`src/rtl/vc_ibuf.sv`:
```
// Per-virtual-channel input FIFO with XY route computation on the head flit.
// The computed port/ovch stay locked from the head until the packet's tail is popped.
module vc_ibuf #(
    parameter int ROUTERID = 0,
    parameter int PCHID    = 0,
    parameter int VCHID    = 0,
    parameter int ARRAYX   = 4,
    parameter int DEPTH    = 4,
    parameter int FLITW    = 34
) (
    input  logic             clk,
    input  logic             rst_,
    input  logic [FLITW-1:0] idata,
    input  logic             ivalid,
    output logic             ordy,
    output logic [FLITW-1:0] bdata,
    output logic             bempty,
    input  logic             send,
    output logic [2:0]       port,
    output logic [1:0]       ovch,
    output logic             ovf
);

    localparam int AW = $clog2(DEPTH);
    localparam int CW = AW + 1;
    localparam logic [CW-1:0] FULL_CNT = CW'(DEPTH);
    localparam logic [3:0]    MY_X     = 4'(ROUTERID % ARRAYX);
    localparam logic [3:0]    MY_Y     = 4'(ROUTERID / ARRAYX);

    typedef enum logic [1:0] {
        FT_BODY     = 2'b00,
        FT_HEAD     = 2'b01,
        FT_TAIL     = 2'b10,
        FT_HEADTAIL = 2'b11
    } ftype_t;

    typedef enum logic [2:0] {
        P_XPOS  = 3'd0,
        P_XNEG  = 3'd1,
        P_YPOS  = 3'd2,
        P_YNEG  = 3'd3,
        P_LOCAL = 3'd4
    } port_t;

    logic [FLITW-1:0] mem [DEPTH];
    logic [AW-1:0]    wr_ptr;
    logic [AW-1:0]    rd_ptr;
    logic [CW-1:0]    count;
    logic             lock;

    logic [FLITW-1:0] head;
    ftype_t           head_type;
    logic [3:0]       dst_x;
    logic [3:0]       dst_y;
    logic             full;
    logic             push;
    logic             pop;
    logic             head_opens;
    logic             head_closes;
    logic             route_now;
    port_t            route_port;

    always_comb begin
        full        = (count == FULL_CNT);
        bempty      = (count == '0);
        ordy        = !full;
        pop         = send && !bempty;
        // A full FIFO still takes a flit when the head leaves in the same cycle.
        push        = ivalid && (!full || pop);
        head        = mem[rd_ptr];
        bdata       = bempty ? '0 : head;
        head_type   = ftype_t'(head[FLITW-1 -: 2]);
        dst_x       = head[7:4];
        dst_y       = head[3:0];
        head_opens  = (head_type == FT_HEAD) || (head_type == FT_HEADTAIL);
        head_closes = (head_type == FT_TAIL) || (head_type == FT_HEADTAIL);
        route_now   = !bempty && !lock && head_opens;
    end

    // Dimension-ordered XY routing: resolve X fully before moving in Y.
    always_comb begin
        route_port = P_LOCAL;
        if (dst_x > MY_X)
            route_port = P_XPOS;
        else if (dst_x < MY_X)
            route_port = P_XNEG;
        else if (dst_y > MY_Y)
            route_port = P_YPOS;
        else if (dst_y < MY_Y)
            route_port = P_YNEG;
    end

    // NOTE: storage is deliberately not reset; the pointers and count decide what is
    // valid, and bdata is forced to zero while empty, so stale entries are never seen.
    always_ff @(posedge clk) begin
        if (push)
            mem[wr_ptr] <= idata;
    end

    // NOTE: all state uses non-blocking assignments so every branch below sees the
    // pre-edge values of count, lock and the pointers.
    always_ff @(posedge clk) begin
        if (rst_) begin
            wr_ptr <= '0;
            rd_ptr <= '0;
            count  <= '0;
            lock   <= 1'b0;
            port   <= 3'd0;
            ovch   <= 2'd0;
            ovf    <= 1'b0;
        end else begin
            if (push)
                wr_ptr <= wr_ptr + 1'b1;
            if (pop)
                rd_ptr <= rd_ptr + 1'b1;

            case ({push, pop})
                2'b10:   count <= count + 1'b1;
                2'b01:   count <= count - 1'b1;
                default: count <= count;
            endcase

            if (ivalid && !push)
                ovf <= 1'b1;

            if (route_now) begin
                port <= route_port;
                ovch <= 2'(VCHID);
            end

            // Tail departure wins so a HEADTAIL popped unrouted never leaves a stale lock.
            if (pop && head_closes)
                lock <= 1'b0;
            else if (route_now)
                lock <= 1'b1;
        end
    end

    a_params_legal: assert property (@(posedge clk)
        (DEPTH >= 2) && ((DEPTH & (DEPTH - 1)) == 0) && (VCHID >= 0) && (VCHID < 4)
        && (PCHID >= 0) && (ARRAYX > 0));

    a_count_bound: assert property (@(posedge clk) disable iff (rst_)
        count <= FULL_CNT);

    a_ovf_sticky: assert property (@(posedge clk) disable iff (rst_)
        ovf |=> ovf);

endmodule

```
`config.mk`:
```
export PLATFORM = sky130hd
export DESIGN_NAME = vc_ibuf
export DESIGN_NICKNAME = d
export VERILOG_FILES = /design/src/rtl/vc_ibuf.sv
export SDC_FILE = /design/constraint.sdc
export NUM_CORES = 1
export LEC_CHECK = 0
export BUFFER_PORTS_ARGS = -buffer_cell sky130_fd_sc_hd__clkbuf_2
export CAP_MARGIN = 20
export CELL_PAD_IN_SITES_DETAIL_PLACEMENT = 1
export CELL_PAD_IN_SITES_GLOBAL_PLACEMENT = 1
export CORE_MARGIN = 2
export CORE_UTILIZATION = 53
export DETAILED_ROUTE_END_ITERATION = 8
export PLACE_DENSITY_LB_ADDON = 0.1
export SETUP_SLACK_MARGIN = 0.4
export SYNTH_ARGS = -nofsm -noshare
export SYNTH_HDL_FRONTEND = slang
export SYNTH_SLANG_ARGS = --single-unit
```
`constraint.sdc`:
```
create_clock -name clk -period 4.9 [get_ports clk]
set_clock_uncertainty 0.1 [all_clocks]
set_input_delay 1.47 -clock clk [delete_from_list [all_inputs] [get_ports clk]]
set_output_delay 1.47 -clock clk [all_outputs]
set_load 0.005 [all_outputs]
```
==> impl_results.md <==
* Vias at 2913
* Die area at between 10000 and 15000 µm²
* Worst Tran Pin Value at 1.001 ns
* I/O Pins at 80
* Synthesized instance count at just under 300
* First-pass GRT wire length at 17.14 mm
* Critical path capture point type: primary output
* Worst-path clk slew at around 0.06 ns
* Largest net degree at the start of global routing at 36
* Syn_area_per_cell at ~20 µm²
* Fmax at around 260 MHz
* Drt wl/cell at 21.21 µm
* Clock buffer depth at 2
* GRT Total Usage at 0.2055
* Post-Syn Area at around 5800 µm²
* Routed Antenna Nets at 0
* GP Congestion at 0.6894
* Slew Limit Fails at 0
* Worst vdd ir at 0.2829 mV
* Hold Slack at 0.3756 ns
* GRT overflow at 0
* FFs w/ async S/R, synth at 0
* Critical-path maximum fanout at 25
* H-tree level count at 4
* Drt first pass iters at 4
* Vias in the first global route at between 3000 and 4000
* Chip height at ~110 µm
* Core Region at 10750 µm²
* Antenna violations before repair at 0
* Max Cap Viol at 0
* Reg2reg path depth at 10
* Num CTS Buffers at 17
* CTS sink count at 149
* Die X at ~110 µm
* Post-synth EDFFs at 136
* Layout Nets at 422
* Worst Path Required at 3.33 ns
* CTS tree: built
* Leak at 2.427 nW
* Pwr dens at 531.4 nW/µm²
* Top FF cell, synth: edfxtp_1
* Ratio of final minimum period to clock period at 0.7901
* Area grow syn2layout at 18.44%
* Iteration-0 DRC count of the detailed router at 123
* Clock Latency Late Sink at 0.52 ns
* Slew headroom at 0.3326
* PortBufs at 76
* Reg2reg start: count[2]
* Final-report hold violation count at 0
* CP arrival at between 2 and 2.5 ns
* Post-synth top area share at 0.7031
* DR DRC count at 0
* Kind of critical path: reg -> out
* Min Tclk post-route at 3.872 ns
* Synth top area cells: edfxtp_1, mux4_2, dfxtp_1, and2_1, mux4_1
* RSZ-0062 raised after global routing: false
* Post-CTS Hold Fix Bufs at 0
* Initial Utilization at 0.5405
* Reg-to-reg endpoint: count[2]
* Post-CTS setup buffers at 0
* YS warnings at 0
* Final TNS setup at 0 ns
* Startpoint Class: flop
* Total Wirelength at 11.24 mm
* FF-to-FF setup slack at 2.24 ns
* Post-CTS Resized at 0
* Synth area leader: edfxtp_1
* Root buffer cell: clkbuf_8
* Hold path cells at 2
* WHS Endpoint: ovf
* Hold WC Path Type: reg -> reg
* Number of synthesized register bits at about 150
* Detailed Place HPWL at between 6 and 7 mm
* Outcome: completed
* Hold_sp: ovf
* Vias per cell at 5.496
* Setup Viol. Count Final at 0
* Layout cell share with drive strength beyond 1 at 0.3590
* Synth cell types at 32
* Sequential-to-total area share from yosys stat at 0.7480
* Number of diodes at 0
* FP Rows at 38
-- metrics by stage --
stage | power (mW) | worst slack (ns) | util | area (µm²) | cells
floorplan | 2.113 | 1.602 | - | 5816 | 297
global placement | 2.438 | 1.603 | 0.5883 | 6321 | 499
detailed placement | 2.471 | 1.525 | 0.5883 | 6321 | 499
CTS | 3.700 | 0.9338 | 0.6402 | 6879 | 530
global route | 3.825 | 0.8526 | 0.6402 | 6879 | 530
finish | 3.656 | 1.028 | 0.6402 | 6879 | 530
-- registers in the layout, indices dropped and copies added, names as in the netlist, named ones only --
register  count
mem         136
count         3
port          2
rd_ptr        2
wr_ptr        2
lock          1
ovf           1
-- cells by family (layout without fill, tap and decap cells) --
family	after synthesis	in the layout	synth area share
DFF	149	149	0.7480
muxes	36	36	0.1357
buffers and inverters	25	118	0.02046
other	1	3	0.0006457
adders and majority gates	6	6	0.01422
xor gates and xnor gates	5	5	0.007541
and+or+nand+nor	61	61	0.06032
AOI/OAI and AO/OA	12	12	0.01314
-- critical path, stage by stage (launching register included) --
cell      delay [ns]
dfxtp_1         0.39
or3_1           0.75
buf_4           0.32
and2_1          0.18
clkbuf_2        0.12
-- placed cells by master, fill, tap and decap left out, drive strengths merged, types with 3 or more instances in the layout --
cell type,n
a21oi,4
dfxtp,13
xor2,3
o21ai,3
bufinv,3
mux4,33
and2,36
mux2i,3
nand2,3
inv,9
edfxtp,136
ha,5
conb,3
nor2,11
nor2b,4
clkinv,8
clkbuf,94
-- worst max path at each step --
stage | start | slack, ns | endpoint | cells after the start
2_1_floorplan | flop | 1.60 | bdata[14] | 5
3_3_place_gp | flop | 1.60 | bdata[2] | 4
3_5_place_dp | count[0] | 1.52 | bdata[7] | 4
4_1_cts | count[0] | 0.93 | bdata[7] | 4
5_1_grt | count[0] | 0.85 | bdata[6] | 4
6_report | count[0] | 1.03 | bdata[7] | 4
-- routing by layer --
| layer | GRT usage | vias to the layer above | part of all wire |
|---|---|---|---|
| li1 | - | 1316 | - |
| met2 | 0.3411 | 70 | 0.52 |
| met3 | 0.05858 | 13 | 0.046 |
| met4 | 0.07234 | 0 | 0.011 |
| met5 | 0 | - | 0 |
| met1 | 0.2618 | 1514 | 0.43 |
-- power breakdown --
part	internal, mW	switching (mW)
logic	0.421	0.434
clock network	0.760	0.465
registers	1.51	0.0672
total	2.69	0.966
-- cells in the mapped netlist, drive strengths merged, types with 2 or more instances --
cell,instances
inv,9
xnor2,2
nor2,11
nor2b,4
ha,5
buf,10
or3,2
xor2,3
o41ai,2
clkbuf,6
edfxtp,136
mux4,33
and2,36
nand2,3
o21ai,3
a21oi,4
dfxtp,13
mux2i,3
-- cell type report --
cell class | count | area [µm²]
multi-input cells | 123 | 1358
clock buffers | 18 | 417.9
well taps | 140 | 175.2
fillers | 942 | 3866
clock inverters | 13 | 140.1
inverters | 9 | 33.78
repair buffers | 78 | 407.9
flip-flops and latches | 149 | 4347
(Power assumes the default switching activity.)
